[src/rtl/fetch_pkg.sv]
// Shared types and constants for the fetch sequencer.
package fetch_pkg;

    // Sequencer run state, encoded as exposed on state_o.
    typedef enum logic [1:0] {
        IDLE = 2'd0,
        RUN  = 2'd1,
        HALT = 2'd2
    } state_t;

    // branch_mode_i encodings.
    localparam logic BR_ABS = 1'b0;
    localparam logic BR_REL = 1'b1;

endpackage

[src/rtl/ras_stack.sv]
// Circular return-address stack. A push while full overwrites the oldest entry;
// a pop while empty leaves the stack untouched. Overflow/underflow are
// single-cycle combinational pulses qualified by the request inputs.
module ras_stack
    import fetch_pkg::*;
#(
    parameter int PC_WIDTH  = 16,
    parameter int RAS_DEPTH = 4
) (
    input  logic                clk,
    input  logic                rst_n,
    input  logic                push_i,
    input  logic                pop_i,
    input  logic                clear_i,
    input  logic [PC_WIDTH-1:0] data_i,
    output logic [PC_WIDTH-1:0] top_o,
    output logic                empty_o,
    output logic                full_o,
    output logic                overflow_o,
    output logic                underflow_o
);

    localparam int PW = (RAS_DEPTH > 1) ? $clog2(RAS_DEPTH) : 1;
    localparam int CW = $clog2(RAS_DEPTH + 1);

    logic [PC_WIDTH-1:0] mem_q [RAS_DEPTH];
    logic [PW-1:0]       ptr_q, ptr_d;
    logic [CW-1:0]       cnt_q, cnt_d;
    logic [PW-1:0]       ptr_inc, ptr_dec;
    logic                do_push, do_pop;

    assign ptr_inc = (ptr_q == PW'(RAS_DEPTH - 1)) ? '0 : ptr_q + 1'b1;
    assign ptr_dec = (ptr_q == '0) ? PW'(RAS_DEPTH - 1) : ptr_q - 1'b1;

    assign empty_o     = (cnt_q == '0);
    assign full_o      = (cnt_q == CW'(RAS_DEPTH));
    assign top_o       = mem_q[ptr_q];
    // Pop wins if both are requested; clear overrides everything.
    assign do_pop      = pop_i && !clear_i && !empty_o;
    assign do_push     = push_i && !pop_i && !clear_i;
    assign overflow_o  = do_push && full_o;
    assign underflow_o = pop_i && !clear_i && empty_o;

    // Next pointer and occupancy count.
    always_comb begin
        ptr_d = ptr_q;
        cnt_d = cnt_q;
        if (clear_i) begin
            ptr_d = '0;
            cnt_d = '0;
        end else if (do_pop) begin
            ptr_d = ptr_dec;
            cnt_d = cnt_q - 1'b1;
        end else if (do_push) begin
            ptr_d = ptr_inc;
            if (!full_o) cnt_d = cnt_q + 1'b1;
        end
    end

    // Pointer and count registers.
    always_ff @(posedge clk or negedge rst_n) begin
        if (!rst_n) begin
            ptr_q <= '0;
            cnt_q <= '0;
        end else begin
            ptr_q <= ptr_d;
            cnt_q <= cnt_d;
        end
    end

    // Entry storage; a push writes the slot above the current top.
    always_ff @(posedge clk) begin
        if (do_push) mem_q[ptr_inc] <= data_i;
    end

endmodule

[src/rtl/fetch_seq.sv]
// Program-counter sequencer: run/halt FSM, next-PC selection (sequential,
// absolute/relative branch, call, return) and sticky RAS error flags.
module fetch_seq
    import fetch_pkg::*;
#(
    parameter int PC_WIDTH  = 16,
    parameter int STEP      = 1,
    parameter int RAS_DEPTH = 4
) (
    input  logic                clk,
    input  logic                rst_n,
    input  logic                start_i,
    input  logic [PC_WIDTH-1:0] start_address_i,
    input  logic                halt_i,
    input  logic                stall_i,
    input  logic                branch_i,
    input  logic                branch_mode_i,
    input  logic [PC_WIDTH-1:0] branchloc_i,
    input  logic                call_i,
    input  logic                ret_i,
    output logic [PC_WIDTH-1:0] pc_o,
    output logic                pc_valid_o,
    output logic [1:0]          state_o,
    output logic                ras_overflow_o,
    output logic                ras_underflow_o
);

    state_t              state_q, state_d;
    logic [PC_WIDTH-1:0] pc_q, pc_d;
    logic                pc_valid_q;
    logic                ovf_q, ovf_d, unf_q, unf_d;
    logic [PC_WIDTH-1:0] seq_pc, target;
    logic                ras_push, ras_pop, ras_clear;
    logic [PC_WIDTH-1:0] ras_top;
    logic                ras_empty, ras_full, ras_ovf, ras_unf;

    // Arithmetic is truncated to PC_WIDTH, so wrap-around is silent.
    assign seq_pc = pc_q + PC_WIDTH'(STEP);
    assign target = (branch_mode_i == BR_REL) ? pc_q + branchloc_i : branchloc_i;

    ras_stack #(
        .PC_WIDTH  (PC_WIDTH),
        .RAS_DEPTH (RAS_DEPTH)
    ) u_ras (
        .clk         (clk),
        .rst_n       (rst_n),
        .push_i      (ras_push),
        .pop_i       (ras_pop),
        .clear_i     (ras_clear),
        .data_i      (seq_pc),
        .top_o       (ras_top),
        .empty_o     (ras_empty),
        .full_o      (ras_full),
        .overflow_o  (ras_ovf),
        .underflow_o (ras_unf)
    );

    // Next state, next PC and RAS requests; one action per cycle by priority.
    always_comb begin
        state_d   = state_q;
        pc_d      = pc_q;
        ras_push  = 1'b0;
        ras_pop   = 1'b0;
        ras_clear = 1'b0;
        case (state_q)
            IDLE: begin
                if (start_i) begin
                    pc_d      = start_address_i;
                    state_d   = RUN;
                    ras_clear = 1'b1;
                end
            end
            RUN: begin
                if (start_i) begin
                    pc_d      = start_address_i;
                    ras_clear = 1'b1;
                end else if (halt_i) begin
                    state_d = HALT;
                end else if (stall_i) begin
                    pc_d = pc_q;
                end else if (ret_i) begin
                    ras_pop = 1'b1;
                    pc_d    = ras_empty ? seq_pc : ras_top;
                end else if (call_i) begin
                    ras_push = 1'b1;
                    pc_d     = target;
                end else if (branch_i) begin
                    pc_d = target;
                end else begin
                    pc_d = seq_pc;
                end
            end
            HALT: begin
                if (start_i) begin
                    pc_d      = start_address_i;
                    state_d   = RUN;
                    ras_clear = 1'b1;
                end
            end
            default: state_d = IDLE;
        endcase
        // ras_full is only observed through the overflow pulse.
        ovf_d = ras_clear ? 1'b0 : (ovf_q | ras_ovf | (ras_full & 1'b0));
        unf_d = ras_clear ? 1'b0 : (unf_q | ras_unf);
    end

    // State, PC and flag registers; all outputs come straight from flops.
    always_ff @(posedge clk or negedge rst_n) begin
        if (!rst_n) begin
            state_q    <= IDLE;
            pc_q       <= '0;
            pc_valid_q <= 1'b0;
            ovf_q      <= 1'b0;
            unf_q      <= 1'b0;
        end else begin
            state_q    <= state_d;
            pc_q       <= pc_d;
            pc_valid_q <= (state_d == RUN);
            ovf_q      <= ovf_d;
            unf_q      <= unf_d;
        end
    end

    assign pc_o            = pc_q;
    assign pc_valid_o      = pc_valid_q;
    assign state_o         = state_q;
    assign ras_overflow_o  = ovf_q;
    assign ras_underflow_o = unf_q;

endmodule

[config.mk]
export PLATFORM = sky130hd
export DESIGN_NAME = fetch_seq
export DESIGN_NICKNAME = d
export VERILOG_FILES = /design/src/rtl/fetch_pkg.sv /design/src/rtl/ras_stack.sv /design/src/rtl/fetch_seq.sv
export SDC_FILE = /design/constraint.sdc
export NUM_CORES = 1
export LEC_CHECK = 0
export ABC_AREA = 1
export CORE_ASPECT_RATIO = 1.2
export CORE_MARGIN = 8
export CORE_UTILIZATION = 60
export CTS_CLUSTER_SIZE = 28
export DETAILED_ROUTE_END_ITERATION = 8
export PLACE_DENSITY = 0.84
export SYNTH_ARGS = -nofsm -noshare
export SYNTH_HDL_FRONTEND = slang
export SYNTH_SLANG_ARGS = --single-unit
[constraint.sdc]
create_clock -name clk -period 5.35 [get_ports clk]
set_clock_uncertainty 0.15 [all_clocks]
set_input_delay 0.535 -clock clk [delete_from_list [all_inputs] [get_ports clk]]
set_output_delay 0.535 -clock clk [all_outputs]
set_load 0.05 [all_outputs]
; ---- Word-level counts from Yosys, hierarchy flattened
; Memory sizes are Yosys's and may differ from the RTL's.
; Index checks and enable logic that the tools add are counted.
[classes]
add_sub_neg = 6
n_eq_ne = 9
n_mux = 40
n_bitwise = 2
n_reduce_logical = 18
[op_table]
columns = op, n
row1 = $mux W16, 9
row2 = $pmux W16 S2, 1
row3 = $mux W1, 17
row4 = $add A16 B1 Y16 const B, 1
row5 = $add A16 B16 Y16, 1
row6 = $mux W2, 8
row7 = $mux W3, 4
row8 = $logic_and A1 B1 Y1, 6
row9 = $ne A3 B3 Y1 const B, 2
row10 = $eq A2 B1 Y1 const B, 2
row11 = $eq A2 B2 Y1 const B, 2
row12 = $logic_not A2 Y1, 2
row13 = $pmux W2 S2, 1
row14 = $reduce_and A4 Y1, 1
row15 = $add A3 B1 Y3 const B, 1
row16 = $eq A3 B3 Y1 const B, 1
row17 = $logic_not A1 Y1, 3
row18 = $logic_not A3 Y1, 1
row19 = $ne A3 B2 Y1 const B, 1
row20 = $reduce_bool A3 Y1, 1
row21 = $reduce_or A3 Y1, 1
row22 = $sub A3 B1 Y3 const B, 1
row23 = $add A2 B1 Y2 const B, 1
row24 = $ne A2 B1 Y1 const B, 1
row25 = 5 further kinds, 6
[totals]
regBits = 26
ramBits = 64
input_bits = 41
output_inout_bits = 21
elab_cells = 83
mem_count = 1
[mem_list]
columns = memory, words, word_bits, read_ports, rd_clocked_by_memory_dff, wr, line
row1 = u_ras.mem_q, 4, 16, 1, 0, 1, ras_stack.sv:26  ; logic [PC_WIDTH-1:0] mem_q [RAS_DEPTH];

; ---- Logic depth before layout (Yosys ltp)
; Gate-level depths: netlist (run 1).
[depth]
depth_word = 11
mapped_depth = 15

; ---- Modules after synthesis
; From an unflattened synthesis (run 1), not the netlist that was laid out.
[unflattened]
hier_cells = 780
hier_area_um2 = 5918.2
[modules_own_cells]
columns = module, instances, cells_per_inst, area_per_inst_um2
row1 = fetch_seq, 1, 552, 3085.5
row2 = ras_stack, 1, 228, 2832.7

; ---- Worst setup path before layout (run 1)
; No wires, ideal clock.
[synth_path]
path_type = register -> register
from = register state_q[0], in the netlist state_o[0]
to = memory u_ras.mem_q[0][0], enable pin
setup_ns = 0.389
arrival_ns = 2.026
required_ns = 4.811
setup_slack_ns = 2.786
path_stages_with_launch = 7
path_cell_list = dfrtp_1 -> inv_1 -> nor2_2 -> nand4_1 -> nor3_1 -> inv_1 -> nor2_1
[synth_between]
elab_chain_len = 7
elab_cells_between_ends = 13
cone_classes = eq/ne: 2 / mux: 5 / reduce/logical: 6
[synth_lines]
columns = element, line
row1 = from (decl), fetch_seq.sv:28  ; state_t state_q, state_d;
row2 = from (signal assigned), fetch_seq.sv:116  ; state_q <= state_d;
row3 = $eq A2 B2 Y1 (tied with other cells), fetch_seq.sv:65  ; case (state_q)
row4 = $reduce_or A3 Y1 (no source line) / $mux W1 (equally long branches), --
row5 = $mux W1 / $logic_not A1 Y1 (equally long branches), --
row6 = $logic_not A1 Y1 / $logic_and A1 B1 Y1 (equally long branches), ras_stack.sv:40  ; assign do_push = push_i && !pop_i && !clear_i;
row7 = $logic_and A1 B1 Y1 (*), ras_stack.sv:40
row8 = $mux W1 (*), ras_stack.sv:73  ; if (do_push) mem_q[ptr_inc] <= data_i;
row9 = $mux W1 (not written as such) (*), ras_stack.sv:73
row10 = to (decl), ras_stack.sv:26
; Mark *: on every way between the ends. The rest lies on a longest branch, timed or not.

; ---- Worst setup path after layout (run 1)
[layout_path]
from = input start_i
to = memory u_ras.mem_q[2][12], enable pin
[layout_between]
elab_chain_len = 7
elab_cells_between_ends = 12
cone_classes = mux: 8 / reduce/logical: 4
[layout_lines]
columns = element, line
row1 = from (decl), fetch_seq.sv:12  ; input logic start_i,
row2 = $mux W1, fetch_seq.sv:74  ; if (start_i) begin
row3 = $mux W1, fetch_seq.sv:65
row4 = $logic_not A1 Y1, ras_stack.sv:40
row5 = $logic_and A1 B1 Y1, ras_stack.sv:40
row6 = $logic_and A1 B1 Y1 (*), ras_stack.sv:40
row7 = $mux W1 (*), ras_stack.sv:73
row8 = $mux W1 (not written as such) (*), ras_stack.sv:73
; Marked as above.

==> results.py, run 1 <==
metrics = {
    "layout": {
        "design_area_sq_um": 6774,
        "layout.nets": 874,
        "drive_above_1_share": 0.06258,
        "num_antenna_cells": 0,
        "area_growth_pct": 17.16,
        "fin_util": 0.7156,
        "fillCellCount": 728,
    },
    "cts": {
        "clk_pin_slew_ps": 60,
        "clk_latency_ps": 340,
        "cts-root-buf": "clkbuf_16",
        "htreeDepth": 3,
        "cts_buffers": 9,
        "clock_path_buffers": 2,
        "ctsHoldBuffers": 0,
        "cts_resized": 0,
        "clkSinkCount": 90,
        "tritoncts": "done",
        "cts_setup_buffers": 0,
    },
    "timing": {
        "fmax_mhz": 318.7,
        "slew_violations": 0,
        "rsz0062_at_grt": "no",
        "hold_viol": 0,
        "fin_crit_sh": 0.5865,
        "whs_ps": 359.2,
        "tightest_slew_ps": 1359,
        "min_period_ps": 3138,
        "relSlewSlack": 0.09089,
        "setup_viol": 0,
        "final.setup.tns_ps": 0,
    },
    "yosys": {
        "synth_edf_count": 64,
        "synth_area_leaders": "edfxtp_1 (33%), nand2_1 (14%), dfrtp_1 (11%)",
        "synth_ff_type": "edfxtp_1",
        "synth-seq-area-share": 0.4449,
        "syn-num-nets": 820,
        "synth.top_cell.area_share": 0.3324,
        "yosysWarnings": 0,
        "synth_area_leader_cell": "edfxtp_1",
        "netlist_area_sq_um": 5782,
        "synth_cell_types": 41,
        "syn_area_per_cell_sq_um": 7.648,
        "ys_ff_latch": 90,
        "syn_inst": 756,
        "synth_most_common_cell": "nand2_1",
        "synthArstFlopShare": 0.2889,
        "ys_top_cells_by_count": "nand2_1 (211), nor2_1 (101), inv_1 (84), edfxtp_1 (64), o21ai_0 (56)",
    },
    "floorplanning": {
        "fp.dieH_um": 123.5,
        "num_rows": 39,
        "die_w_um": 105.6,
        "core_area_sq_um": 9467,
        "pin_count": 62,
        "start_util": 0.6108,
        "die_area_sq_um": 13050,
    },
    "critical_path": {
        "r2r_end": "u_ras.mem_q[2][12]",
        "cp_max_fo": 21,
        "cp-endpoint": "u_ras.mem_q[2][12]",
        "rr_startpoint": "u_ras.ptr_q[1]",
        "critPathLaunchType": "input pin",
        "worst_setup_path_end_kind": "register",
        "crit_type": "in2reg",
        "cp.arrival_ps": 2930,
        "cp.required_ps": 5150,
        "r2r_slack_ps": 2290,
        "ff2ff_path_depth": 4,
        "critPathLaunch": "start_i",
    },
    "power": {
        "irDropWorstVdd_uv": 272.2,
        "leakagePower_uw": 0.003034,
        "total_power_uw": 2878,
        "powerDensity_nw_per_um2": 424.8,
    },
    "min_path": {
        "hp-class": "reg2reg",
        "whs_path_depth": 1,
    },
    "place": {
        "dp_hpwl_mm": 11.14,
        "io_buffers": 61,
        "globalplace.congestion": 0.9276,
        "placed_cell_area_sq_um": 6480,
    },
    "job": {
        "cap_violations": 0,
    },
    "drt": {
        "via_per_inst": 5.652,
        "firstDrtPassIters": 5,
        "finalWirelength_mm": 15.17,
        "wl_per_cell_um": 16.17,
        "drt_iter0_markers": 433,
        "antenna_left": 0,
        "vias": 5302,
        "drcViolationCount": 0,
    },
    "global_route": {
        "grt-ovfl-total": 0,
        "antenna_found_initial": 0,
        "grt_pass1_vias": 5139,
        "grt_max_degree": 39,
        "grt_pass1_wl_mm": 24.86,
        "grt_usage": 0.2376,
    },
    "run_status": {
        "status": "complete, no violations",
    },
}
## layout make-up
class | count | area (sq um) | share of cell area
Multi-Input combinational cell | 550 | 2753 | 0.4064
Sequential cell | 90 | 2572 | 0.3798
Timing Repair Buffer | 67 | 655.6 | 0.09679
Inverter | 92 | 345.3 | 0.05098
Clock buffer | 9 | 225.2 | 0.03325
Tap cell | 123 | 153.9 | 0.02272
Clock inverter | 7 | 68.82 | 0.01016
## placed cells by master, fill, tap and decap left out, drive strengths merged, types with 21 or more instances in the layout
| master | count |
|---|---|
| ha | 21 |
| nand2 | 216 |
| nor2 | 108 |
| clkdlybuf4s50 | 61 |
| inv | 93 |
| nand3 | 37 |
| edfxtp | 64 |
| dfrtp | 26 |
| o21ai | 67 |
| a21oi | 36 |
## worst min path at each step
| stage | start | end | slack, ps |
|---|---|---|---|
| 3_3_place_gp | ras_overflow_o | ras_overflow_o | 340 |
| 4_1_cts | ras_overflow_o | ras_overflow_o | 360 |
| 2_1_floorplan | rst_n | pc_o[0] | 90 |
| 5_1_grt | ras_overflow_o | ras_overflow_o | 380 |
| 6_report | ras_overflow_o | ras_overflow_o | 360 |
| 3_5_place_dp | ras_overflow_o | ras_overflow_o | 340 |
## critical path, stage by stage
cell	delay, ps
clkdlybuf4s50_1	460
nor2_2	120
buf_4	240
nand4_1	140
nor3_1	220
inv_1	170
nor2_1	1040
## registers in the layout (all words and copies together) (netlist names)
name	count
u_ras.mem_q	64
pc_o	16
u_ras.cnt_q	3
state_o	2
u_ras.ptr_q	2
pc_valid_o	1
ras_overflow_o	1
ras_underflow_o	1
## routing by layer
layer  vias to the layer above  wire length [um]  global-route usage
met4                         0               443              0.1145
met2                       230              7537              0.4098
li1                       2591                 -                   -
met1                      2446              6247              0.2849
met3                        35               943             0.04015
met5                         -                 0                   0
## through the flow
step                setup WS [ps]  instances
floorplan                    2786        756
global placement             1910        922
detailed placement           1828        922
CTS                          2181        938
global route                 1966        938
finish                       2212        938
## power breakdown
part / switching (uW) / internal [uW]
registers: 120 / 852
clock network: 260 / 361
logic: 865 / 420
total: 1250 / 1630
## kinds of logic (layout without fill, tap and decap cells)
family	after synthesis	in the layout	synth area share
compound gates	129	129	0.1205
buf+inv	116	175	0.07899
simple gates	387	387	0.2839
flops	90	90	0.4449
fa+ha+maj	23	23	0.05237
xor+xnor	11	11	0.01926
Note: power is estimated with default switching activity, not from simulation.
==> run 2, diff against run 1 <==
--- a/config.mk
+++ b/config.mk
@@ -8,10 +8,10 @@
 export ABC_AREA = 1
 export CORE_ASPECT_RATIO = 1.2
 export CORE_MARGIN = 8
-export CORE_UTILIZATION = 60
+export CORE_UTILIZATION = 58
 export CTS_CLUSTER_SIZE = 28
 export DETAILED_ROUTE_END_ITERATION = 8
-export PLACE_DENSITY = 0.84
+export PLACE_DENSITY = 0.82
 export SYNTH_ARGS = -nofsm -noshare
 export SYNTH_HDL_FRONTEND = slang
 export SYNTH_SLANG_ARGS = --single-unit
==> constraint.sdc (replaced) <==
create_clock -name clk -period 3.16 [get_ports clk]
set_clock_uncertainty 0.15 [all_clocks]
set_input_delay 0.316 -clock clk [delete_from_list [all_inputs] [get_ports clk]]
set_output_delay 0.316 -clock clk [all_outputs]
set_load 0.05 [all_outputs]
==> run 2 against run 1 <==
Count of clock-buffer cells in the layout unchanged. Combinational power up 77%. Total power up 73%.
==> results.py, run 2 (same netlist as run 1, synthesis figures left out) <==
metrics = {
    "power": {
        "irDropWorstVdd_uv": 352.6,
        "p_seq_frac": 0.326,
        "powerDensity_nw_per_um2": 728.9,
        "p_comb_frac": 0.455,
        "switching_power_uw": 2190,
        "p_int_uw": 2801,
        "leakagePower_uw": 0.003075,
        "pwr-share-clk": 0.219,
        "swShare": 0.4388,
    },
    "cts": {
        "tritoncts": "done",
        "clk_pin_slew_ps": 70,
        "clk_latency_ps": 340,
        "cts_buffers": 9,
        "htreeDepth": 3,
        "cts_setup_buffers": 0,
        "clock_path_buffers": 2,
        "cts-root-buf": "clkbuf_16",
        "cts_resized": 0,
        "clkSinkCount": 90,
        "ctsHoldBuffers": 0,
    },
    "timing": {
        "rsz0062_at_grt": "no",
        "slew_violations": 0,
        "min_period_ps": 2385,
        "fmax_mhz": 419.4,
        "relSlewSlack": 0.5547,
        "layout_setup_ws_ps": 775.4,
        "setup_viol": 0,
        "hold_viol": 0,
        "tightest_slew_ps": 667.3,
        "final.setup.tns_ps": 0,
        "fin_crit_sh": 0.7546,
    },
    "drt": {
        "drt_iter0_markers": 798,
        "vias": 5493,
        "finalWirelength_mm": 16.89,
        "firstDrtPassIters": 7,
        "antenna_left": 0,
        "via_per_inst": 5.788,
        "drcViolationCount": 0,
        "wl_per_cell_um": 17.80,
    },
    "place": {
        "io_buffers": 61,
        "post-place-ws_ps": 551.8,
        "dp_hpwl_mm": 12.08,
        "placed_cell_area_sq_um": 6544,
        "placed_cells": 933,
        "globalplace.congestion": 0.9689,
    },
    "global_route": {
        "antenna_found_initial": 0,
        "grt-ovfl-total": 0,
        "grt_pass1_vias": 5581,
        "grt_pass1_wl_mm": 27.43,
        "grt_usage": 0.2536,
        "grt_max_degree": 38,
    },
    "critical_path": {
        "worst_setup_path_end_kind": "register",
        "crit_type": "reg2reg",
        "critPathLaunchType": "register",
        "critPathMaxStageDelay_ps": 460,
        "r2r_slack_ps": 780,
        "cp.arrival_ps": 2450,
        "cp.required_ps": 3230,
        "cp_slowest_cell": "dfrtp_1",
        "r2r_end": "u_ras.cnt_q[2]",
        "ff2ff_path_depth": 9,
        "cp_max_fo": 19,
        "crit_chain": "nor3_4 -> buf_4 -> inv_2 -> nand2_1 -> inv_1 -> fa_1 -> or2_0 -> nand3_1 -> o21ai_0",
        "rr_startpoint": "u_ras.cnt_q[1]",
    },
    "run_status": {
        "status": "complete, no violations",
    },
    "floorplanning": {
        "start_util": 0.5864,
        "core_area_sq_um": 9859,
        "die_area_sq_um": 13430,
        "fp.dieH_um": 125.4,
        "num_rows": 40,
        "die_w_um": 107.1,
        "pin_count": 62,
    },
    "job": {
        "cap_violations": 0,
    },
    "layout": {
        "layout_common_cells": "nand2_1 (211), nor2_1 (101), inv_1 (84)",
        "area_growth_pct": 18.42,
        "drive_above_1_share": 0.07412,
        "design_area_sq_um": 6847,
        "largest_reg_flops": 64,
        "final_cell_count_no_fill": 949,
        "seqCellArea_sq_um": 2572,
        "layout_commonest_cell": "nand2_1",
        "num_antenna_cells": 0,
        "fillCellCount": 765,
        "top_register": "u_ras.mem_q",
        "multi_input_area_sq_um": 2753,
        "layout.nets": 882,
    },
    "min_path": {
        "hp-class": "in2async",
    },
}
run 2: changes by cell type in the layout (fill, tap and decap cells not counted):
cell,before,now
buf_4,6,14
clkinv_1,2,0
clkinvlp_4,0,1
inv_6,1,2
run 2: power by group through the flow:
stage	clock (uW)	sequential [uW]	combinational, uW
floorplan	0	1830	1340
global placement	0	1640	2130
detailed placement	0	1640	2210
CTS	1090	1620	2250
global route	1130	1640	2510
finish	1090	1630	2270
run 2: layout make-up:
type,instances,area share
Sequential cell,90,0.3757
Clock buffer,9,0.03289
Multi-Input combinational cell,550,0.4020
Tap cell,126,0.02303
Clock inverter,7,0.01133
Inverter,92,0.05044
Timing Repair Buffer,75,0.1045
run 2: routing by layer:
layer,track usage,part of all wire
met1,0.2986,0.39
met2,0.4395,0.51
met3,0.04317,0.072
met4,0.1071,0.025
met5,0,0
run 2: metrics by stage:
step	hold slack [ps]	utilization	total power (uW)
5_1_grt	244.8	0.6944	5278
2_1_floorplan	-129.6	-	3167
3_3_place_gp	332.0	0.6637	3770
6_report	198.3	0.6944	4991
4_1_cts	202.6	0.6944	4957
3_5_place_dp	336.9	0.6637	3856
run 2: worst max-delay path, delay by kind of cell, from the launching register on:
kind	cells	cell delay, ps
buffers and inverters	3	500
AO/OA/AOI/OAI	1	90
AND/OR/NAND/NOR	4	670
flip-flops	1	460
adder cells (fa/ha/maj)	1	380
run 2: worst max path at each step:
stage | depth (start not counted) | startpoint | end | slack, ps
global route | 9 | u_ras.cnt_q[1] | u_ras.cnt_q[2] | 650
detailed placement | 14 | branchloc_i[0] | pc_o[6] | 550
CTS | 9 | u_ras.cnt_q[1] | u_ras.cnt_q[2] | 790
floorplan | 6 | state_o[0] | u_ras.mem_q[2][0] | 600
global placement | 14 | branchloc_i[0] | pc_o[6] | 600
finish | 9 | u_ras.cnt_q[1] | u_ras.cnt_q[2] | 780
==> run 3, diff against run 2 <==
--- a/config.mk
+++ b/config.mk
@@ -8,10 +8,10 @@
 export ABC_AREA = 1
 export CORE_ASPECT_RATIO = 1.2
 export CORE_MARGIN = 8
-export CORE_UTILIZATION = 58
+export CORE_UTILIZATION = 52
 export CTS_CLUSTER_SIZE = 28
 export DETAILED_ROUTE_END_ITERATION = 8
-export PLACE_DENSITY = 0.82
+export PLACE_DENSITY = 0.77
 export SYNTH_ARGS = -nofsm -noshare
 export SYNTH_HDL_FRONTEND = slang
 export SYNTH_SLANG_ARGS = --single-unit
==> constraint.sdc (replaced) <==
create_clock -name clk -period 2.1 [get_ports clk]
set_clock_uncertainty 0.15 [all_clocks]
set_input_delay 0.21 -clock clk [delete_from_list [all_inputs] [get_ports clk]]
set_output_delay 0.21 -clock clk [all_outputs]
set_load 0.05 [all_outputs]
==> run 3 against run 2 <==
Non-clock buffer count up 66. Worst hold slack lost 57 ps. Via count grew 3.7%. Die area increased by 9.9%. Highest routed layer unchanged. Sequential share of layout area shrank 3.9 points. Largest cell class unchanged.
==> results.py, run 3 (same netlist as run 1, synthesis figures left out) <==
metrics = {
    "timing": {
        "whs_ps": 141.2,
        "setup_viol": 0,
        "hold_viol": 0,
        "fmax_mhz": 476.6,
        "slew_violations": 0,
        "rsz0062_at_grt": "yes",
        "layout_setup_ws_ps": 1.995,
        "tightest_slew_ps": 525.5,
        "min_period_ps": 2098,
        "fin_crit_sh": 0.9990,
        "relSlewSlack": 0.6491,
    },
    "drt": {
        "finalWirelength_mm": 17.98,
        "wl_per_cell_um": 17.61,
        "vias": 5697,
        "drt_iter0_markers": 370,
        "via_per_inst": 5.580,
        "firstDrtPassIters": 6,
        "antenna_left": 0,
        "drcViolationCount": 0,
    },
    "place": {
        "io_buffers": 61,
        "globalplace.congestion": 0.9387,
        "dp_hpwl_mm": 12.95,
        "placed_cells": 1002,
        "post-place-ws_ps": -364.4,
    },
    "floorplanning": {
        "die_area_sq_um": 14760,
        "die_w_um": 112.3,
        "start_util": 0.5290,
        "pin_count": 62,
        "fp.dieH_um": 131.5,
        "num_rows": 42,
        "core_area_sq_um": 10930,
    },
    "cts": {
        "clkSinkCount": 90,
        "cts_buffers": 9,
        "clock_path_buffers": 2,
        "cts-root-buf": "clkbuf_16",
        "clk_latency_ps": 350,
        "ctsHoldBuffers": 0,
        "clk_pin_slew_ps": 70,
        "tritoncts": "done",
        "htreeDepth": 3,
    },
    "critical_path": {
        "cp_max_fo": 4,
        "critPathLaunchType": "register",
        "r2r_end": "pc_o[14]",
        "cp.depth": 11,
        "crit_type": "reg2reg",
        "r2r_slack_ps": 2,
        "cp.required_ps": 2190,
        "critPathMaxStageDelay_ps": 400,
        "rr_startpoint": "pc_o[9]",
        "crit_family": "simple AND/OR/NAND/NOR gates",
        "ff2ff_path_depth": 11,
        "crit_buf_inv": 0,
        "cp.arrival_ps": 2190,
        "cp_slowest_cell": "dfrtp_2",
        "crit_chain": "ha_1 -> a21oi_1 -> nand2_1 -> a21oi_1 -> nand3_1 -> nand3_2 -> nand2_2 -> nand2_2 -> nand2_2 -> nand2_1 -> nand2_1",
        "worst_setup_path_end_kind": "register",
    },
    "job": {
        "cap_violations": 0,
    },
    "layout": {
        "final_cell_count_no_fill": 1021,
        "layout.nets": 948,
        "largest_reg_flops": 64,
        "fin_util": 0.7027,
        "layout_commonest_cell": "nand2_1",
        "area_growth_pct": 32.85,
        "num_antenna_cells": 0,
        "drive_above_1_share": 0.2137,
        "fillCellCount": 888,
        "layout_common_cells": "nand2_1 (196), nor2_1 (96), inv_1 (79)",
        "top_register": "u_ras.mem_q",
    },
    "global_route": {
        "antenna_found_initial": 0,
        "grt_max_degree": 27,
        "grt_pass1_wl_mm": 28.35,
        "grt-ovfl-total": 0,
        "grt_pass1_vias": 5595,
        "grt_usage": 0.2422,
    },
    "power": {
        "powerDensity_nw_per_um2": 1065,
        "irDropWorstVdd_uv": 759.8,
        "leakagePower_uw": 0.003457,
    },
    "run_status": {
        "status": "complete, no violations",
    },
    "min_path": {
        "hp-class": "in2async",
    },
}
[run 3: timing repair]
item | CTS | global route
pin swaps | 5 | 15
buffers inserted | 1 | 2
gates resized for setup | 11 | 40
setup endpoints to repair | 5 | 83
[run 3: cell type report]
cell class	count	area [sq um]	share of cell area
tap	132	165.2	0.02150
inverter	92	345.3	0.04496
sequential	90	2587	0.3369
clock buffer	9	225.2	0.02932
timing repair buffer	141	1299	0.1691
clock inverter	7	70.07	0.009122
multi-input combinational	550	2989	0.3892
[run 3: per-layer routing]
layer | part of all wire | global-route usage
met1 | 0.40 | 0.2837
met2 | 0.52 | 0.4294
met3 | 0.053 | 0.03483
met4 | 0.028 | 0.1052
met5 | 0 | 0
[run 3: how the worst max path moves through the flow]
stage	start	endpoint	slack (ps)
floorplan	pc_o[0]	pc_o[6]	-60
global placement	branchloc_i[9]	pc_o[14]	-360
detailed placement	branchloc_i[0]	pc_o[14]	-360
CTS	pc_o[0]	pc_o[4]	20
global route	pc_o[6]	pc_o[11]	-120
finish	pc_o[9]	pc_o[14]	2
[run 3: report_power, final]
| part | leakage (uW) | switching (uW) | internal (uW) |
|---|---|---|---|
| registers | 0.000884 | 157 | 2180 |
| logic | 0.00243 | 2630 | 1610 |
| clock network | 0.000142 | 769 | 836 |
| total | 0.00346 | 3560 | 4620 |
[run 3: through the flow]
stage | total power (uW) | setup TNS (ps) | area, sq um
floorplan | 4825 | -96.49 | 5854
finish | 8183 | 0 | 7681
detailed placement | 6335 | -11560 | 7169
CTS | 7973 | 0 | 7508
global placement | 6242 | -7773 | 7169
global route | 8687 | -730.6 | 7681
